--- src/rtl/sopc_top_pio_edge_irq.sv ---
// Pin monitor for the bidirectional PIO: 2-flop sync, tick-sampled debounce filter, edge capture, maskable irq.
// Avalon reads have 1-cycle latency. irq is registered and follows a capture bit by 1 clk. There is no backpressure.
module sopc_top_pio_edge_irq #(
  parameter int          WIDTH        = 32,
  parameter logic [15:0] DEBOUNCE_DIV = 16'd999,
  parameter int          FILTER_LEN   = 3
) (
  input  logic             clk,
  input  logic             reset_n,
  input  logic [WIDTH-1:0] in_port,
  input  logic [2:0]       address,
  input  logic             chipselect,
  input  logic             write_n,
  input  logic [31:0]      writedata,
  output logic [31:0]      readdata,
  output logic             irq
);

  localparam int FW = $clog2(FILTER_LEN + 1);

  logic [WIDTH-1:0] sync1_q, sync2_q;
  logic [WIDTH-1:0] filt_q [FILTER_LEN];
  logic [WIDTH-1:0] deb_q, deb_d, deb_prev_q, deb_prev_d;
  logic [WIDTH-1:0] mask_q, mask_d, cap_q, cap_d, esel_q, esel_d, any_q, any_d;
  logic [15:0]      div_q, div_d, presc_q, presc_d;
  logic [FW-1:0]    fill_q, fill_d;
  logic             primed_q, primed_d;
  logic [31:0]      rdata_q, rdata_d;
  logic             irq_q, irq_d;
  logic             tick, wr;
  logic [WIDTH-1:0] wdat, all_one, all_zero, rise, fall, detected, w1c;

  always_comb begin
    tick     = (presc_q == 16'd0);
    wr       = chipselect & ~write_n;
    wdat     = writedata[WIDTH-1:0];
    all_one  = '1;
    all_zero = '1;
    for (int i = 0; i < FILTER_LEN; i++) begin
      all_one  = all_one & filt_q[i];
      all_zero = all_zero & ~filt_q[i];
    end
    deb_d = (deb_q | all_one) & ~all_zero;
    // Until primed, the history register tracks the incoming value so the
    // initial fill of the filter never presents as an edge.
    deb_prev_d = primed_q ? deb_q : deb_d;
    rise       = deb_q & ~deb_prev_q;
    fall       = ~deb_q & deb_prev_q;
    detected   = (any_q & (rise | fall)) | (~any_q & ((esel_q & fall) | (~esel_q & rise)));
    w1c        = (wr && address == 3'd3) ? wdat : '0;
    cap_d      = (cap_q & ~w1c) | (detected & {WIDTH{primed_q}});
    irq_d      = |(cap_q & mask_q);

    mask_d  = mask_q;
    esel_d  = esel_q;
    any_d   = any_q;
    div_d   = div_q;
    presc_d = tick ? div_q : presc_q - 16'd1;
    if (wr) begin
      case (address)
        3'd2: mask_d = wdat;
        3'd4: esel_d = wdat;
        3'd5: any_d  = wdat;
        3'd6: begin
          div_d   = writedata[15:0];
          presc_d = writedata[15:0];
        end
        default: ;
      endcase
    end

    fill_d = fill_q;
    if (tick && fill_q != FW'(FILTER_LEN)) fill_d = fill_q + FW'(1);
    primed_d = primed_q | (fill_q == FW'(FILTER_LEN));

    rdata_d = '0;
    case (address)
      3'd0: rdata_d[WIDTH-1:0] = deb_q;
      3'd1: rdata_d[WIDTH-1:0] = sync2_q;
      3'd2: rdata_d[WIDTH-1:0] = mask_q;
      3'd3: rdata_d[WIDTH-1:0] = cap_q;
      3'd4: rdata_d[WIDTH-1:0] = esel_q;
      3'd5: rdata_d[WIDTH-1:0] = any_q;
      3'd6: rdata_d[15:0]      = div_q;
      default: ;
    endcase
  end

  always_ff @(posedge clk or negedge reset_n) begin
    if (!reset_n) begin
      sync1_q    <= '0;
      sync2_q    <= '0;
      for (int i = 0; i < FILTER_LEN; i++) filt_q[i] <= '0;
      deb_q      <= '0;
      deb_prev_q <= '0;
      mask_q     <= '0;
      cap_q      <= '0;
      esel_q     <= '0;
      any_q      <= '0;
      div_q      <= DEBOUNCE_DIV;
      presc_q    <= DEBOUNCE_DIV;
      fill_q     <= '0;
      primed_q   <= 1'b0;
      rdata_q    <= '0;
      irq_q      <= 1'b0;
    end else begin
      sync1_q <= in_port;
      sync2_q <= sync1_q;
      if (tick) begin
        filt_q[0] <= sync2_q;
        for (int i = 1; i < FILTER_LEN; i++) filt_q[i] <= filt_q[i-1];
      end
      deb_q      <= deb_d;
      deb_prev_q <= deb_prev_d;
      mask_q     <= mask_d;
      cap_q      <= cap_d;
      esel_q     <= esel_d;
      any_q      <= any_d;
      div_q      <= div_d;
      presc_q    <= presc_d;
      fill_q     <= fill_d;
      primed_q   <= primed_d;
      rdata_q    <= rdata_d;
      irq_q      <= irq_d;
    end
  end

  assign readdata = rdata_q;
  assign irq      = irq_q;

endmodule

--- config.mk ---
export PLATFORM = sky130hd
export DESIGN_NAME = sopc_top_pio_edge_irq
export DESIGN_NICKNAME = d
export VERILOG_FILES = /design/src/rtl/sopc_top_pio_edge_irq.sv
export SDC_FILE = /design/constraint.sdc
export NUM_CORES = 1
export LEC_CHECK = 0
export BUFFER_PORTS_ARGS = -buffer_cell sky130_fd_sc_hd__buf_2
export CAP_MARGIN = 40
export CORE_UTILIZATION = 45
export CTS_BUF_LIST = sky130_fd_sc_hd__clkbuf_2 sky130_fd_sc_hd__clkbuf_4 sky130_fd_sc_hd__clkbuf_8
export DETAILED_ROUTE_END_ITERATION = 16
export HOLD_SLACK_MARGIN = 0.1
export PLACE_DENSITY = 0.69
export SETUP_SLACK_MARGIN = 0.02
export SYNTH_ARGS = -nofsm -noshare
export SYNTH_HDL_FRONTEND = slang
export SYNTH_SLANG_ARGS = --single-unit
--- constraint.sdc ---
create_clock -name clk -period 4.1 [get_ports clk]
set_input_delay 0.205 -clock clk [delete_from_list [all_inputs] [get_ports clk]]
set_output_delay 0.205 -clock clk [all_outputs]
set_load 0.005 [all_outputs]
==> impl_metrics.env <==
export IMPL_dp_slack_ns=1.50
export IMPL_status="complete, no violations"
export IMPL_reg2reg_from="presc_q[0]"
export IMPL_pin_count=104
export IMPL_final_core_util=0.541
export IMPL_netlist_area_leader_share=0.557
export IMPL_path_delay_family="simple AND/OR/NAND/NOR gates"
export IMPL_cts_path_max_buffers=3
export IMPL_die_x_um=203
export IMPL_synth_area_leaders="dfrtp_1 (56%), mux2_2 (6.1%), nand2_1 (5.1%), ha_1 (4.6%), o21ai_0 (4.2%)"
export IMPL_critPathCaptureType="flip-flop"
export IMPL_cellLeakagePower_nw=9.78
export IMPL_area_growth_syn_to_layout_pct=18.3
export IMPL_cts_buffers=70
export IMPL_initial_utilization=0.457
export IMPL_die_y_um=203
export IMPL_clk_latency_ns=0.60
export IMPL_port_buffers=103
export IMPL_final_setup_skew_ns=0.0275
export IMPL_maxSlewViolCount=0
export IMPL_critPathLaunch="presc_q[0]"
export IMPL_synth_area_per_cell_um2=10.9
export IMPL_arrival_ns=3.11
export IMPL_hold_viol_final=0
export IMPL_clkSinkCount=420
export IMPL_grt_use_total=0.233
export IMPL_cts_root_buf="clkbuf_8"
export IMPL_rows=73
export IMPL_nets=1985
export IMPL_cpMaxStageDelayCell="nor3b_1"
export IMPL_final_cell_area_mm2=0.0215
export IMPL_ys_flop_type="dfrtp_1"
export IMPL_clk_transition_reported_paths_ns=0.06
export IMPL_first_iter_violations=1093
export IMPL_ys_seq_area_frac=0.580
export IMPL_avgRoutedWirePerCell_um=19.2
export IMPL_synth_seq_cells=420
export IMPL_min_period_ns=2.58
export IMPL_crit_required_ns=4.62
export IMPL_ir_worst_vdd_mv=0.301
export IMPL_period_share=0.630
export IMPL_h_tree_depth=3
export IMPL_syn_inst=1662
export IMPL_synth_most_common_cell="dfrtp_1"
export IMPL_hpwl_um=30500
export IMPL_synth_cell_types=58
export IMPL_dieArea_mm2=0.0411
export IMPL_drc=0
export IMPL_first_global_vias=13992
export IMPL_via_per_inst=5.54
export IMPL_worstHoldStart="address[2]"
export IMPL_design_core_area_mm2=0.0397
export IMPL_ys_top_cells_by_count="dfrtp_1 (404), nand2_1 (247), o21ai_0 (151)"
export IMPL_firstDrtPassIters=7
export IMPL_grt_overflow=0
export IMPL_critPathMaxFanout=42
export IMPL_antenna_found_initial=2
export IMPL_final_antenna_net_count=0
export IMPL_criticalPathCategory="reg2reg"
export IMPL_synth_top_area_cell="dfrtp_1"
export IMPL_place_congestion=0.880
export IMPL_drt_total_wl_um=46500
export IMPL_rsz0062_at_grt="false"
export IMPL_cp_num_buf_inv=2
export IMPL_post_cts_resized=0
export IMPL_syn_num_nets=1800
export IMPL_postSynth_asyncResetShare=1.00
export IMPL_grt_pass1_wl_um=74700
export IMPL_cpPeakStageDelay_ns=0.55
export IMPL_slew_headroom=0.430
export IMPL_setup_viol=0
export IMPL_syn_area_mm2=0.0182
export IMPL_ys_warnings_count=0
export IMPL_fin_ws_ns=1.52
export IMPL_grt_max_degree=123
export IMPL_worst_pin_slew_ns=0.847
export IMPL_drive_gt1_frac=0.205
export IMPL_worstPathCellList="inv_1 > ha_1 > nor3b_1 > nand4_4 > buf_4 > mux2i_1 > o21ai_1"
export IMPL_crit_path_start_kind="flip-flop"
export IMPL_synth_edf_count=0
export IMPL_power_density_mw_per_mm2=478
export IMPL_post_dp_cell_area_mm2=0.0193
export IMPL_max_freq_mhz=387
export IMPL_setup_tns_final_ns=0
export IMPL_drv_cap=0
export IMPL_vias=13429
export IMPL_whs_ns=0.195
export IMPL_tritoncts="done"
export IMPL_hold_class="in2reg"
[logic make-up (layout without fill, tap and decap cells)]
| family | after synthesis | count (layout) | synth area share |
|---|---|---|---|
| xor gates and xnor gates | 3 | 3 | 0.00145 |
| muxes | 119 | 119 | 0.0733 |
| and+or+nand+nor | 417 | 417 | 0.103 |
| buffers and inverters | 184 | 419 | 0.0407 |
| adders and majority gates | 67 | 67 | 0.0462 |
| other | 0 | 1 | 0 |
| AOI/OAI and AO/OA | 452 | 452 | 0.156 |
| DFF | 420 | 420 | 0.580 |
[final cells by class]
| class | instances | area [um^2] |
|---|---|---|
| Tap cell | 525 | 657 |
| Multi-Input combinational cell | 1058 | 6920 |
| Inverter | 101 | 379 |
| Antenna cell | 1 | 2.50 |
| Sequential cell | 420 | 10500 |
| Fill cell | 3437 | 18300 |
| Clock buffer | 116 | 1480 |
| Timing Repair Buffer | 196 | 1450 |
| Clock inverter | 6 | 55.1 |
[through the flow]
step | cells | power (mW)
floorplan | 1662 | 5.78
detailed placement | 2235 | 6.30
global route | 2422 | 10.8
finish | 2423 | 10.3
global placement | 2231 | 6.24
CTS | 2422 | 10.4
[where the power goes]
part	switching (mW)	internal (mW)
logic	0.635	0.576
clock network	1.65	2.33
registers	0.446	4.63
[state kept, by name, indices dropped and copies added (netlist names)]
register,count
filt_q,96
div_q,16
irq,1
esel_q,32
primed_q,1
sync2_q,32
cap_q,32
deb_q,32
fill_q,2
deb_prev_q,32
any_q,32
presc_q,16
sync1_q,32
readdata,32
mask_q,32
[worst paths after layout]
check	to	slack (ns)	depth (start not counted)
max in group asynchronous	sync2_q[13]	2.67	3
setup reg to reg	presc_q[2]	1.52	7
hold / removal	readdata[15]	0.19	3
min in group asynchronous	filt_q[95]	0.23	2
setup / recovery	presc_q[2]	1.52	7
hold reg to reg	sync2_q[31]	0.34	0
[routing by layer]
metal / part of all wire / wire length, um / up-vias / global-route usage
li1: - / - / 6193 / -
met1: 0.43 / 19900 / 6666 / 0.308
met2: 0.47 / 21900 / 450 / 0.376
met3: 0.064 / 2990 / 118 / 0.0432
met4: 0.035 / 1620 / 2 / 0.101
met5: 0.00022 / 10 / - / 0
[repair_timing]
action | in CTS | in global routing
setup endpoints to repair | 0 | 0
buffers inserted | 0 | 0
endpoints found under the hold margin | 280 | 0
hold buffers | 65 | 0
[cell usage in the layout, fill, tap and decap left out, types with 61 or more instances in the layout]
master | netlist | routed
nand2_1 | 247 | 246
o21ai_0 | 151 | 151
a22oi_1 | 76 | 76
a21oi_1 | 107 | 107
mux2_2 | 99 | 99
dfrtp_1 | 404 | 403
clkbuf_8 | 0 | 98
dlygate4sd3_1 | 0 | 65
nor2_1 | 61 | 61
inv_1 | 101 | 101
ha_1 | 67 | 67
buf_2 | 11 | 102
[worst reg2reg max path, delay by kind of cell, from the launching register on]
kind            cells  cell delay, ns
simple gates        2            1.03
mux                 1            0.18
flops               1            0.39
fa+ha+maj           1            0.23
buf+inv             2            0.54
compound gates      1            0.15
Power figures use the tool's default switching activity.
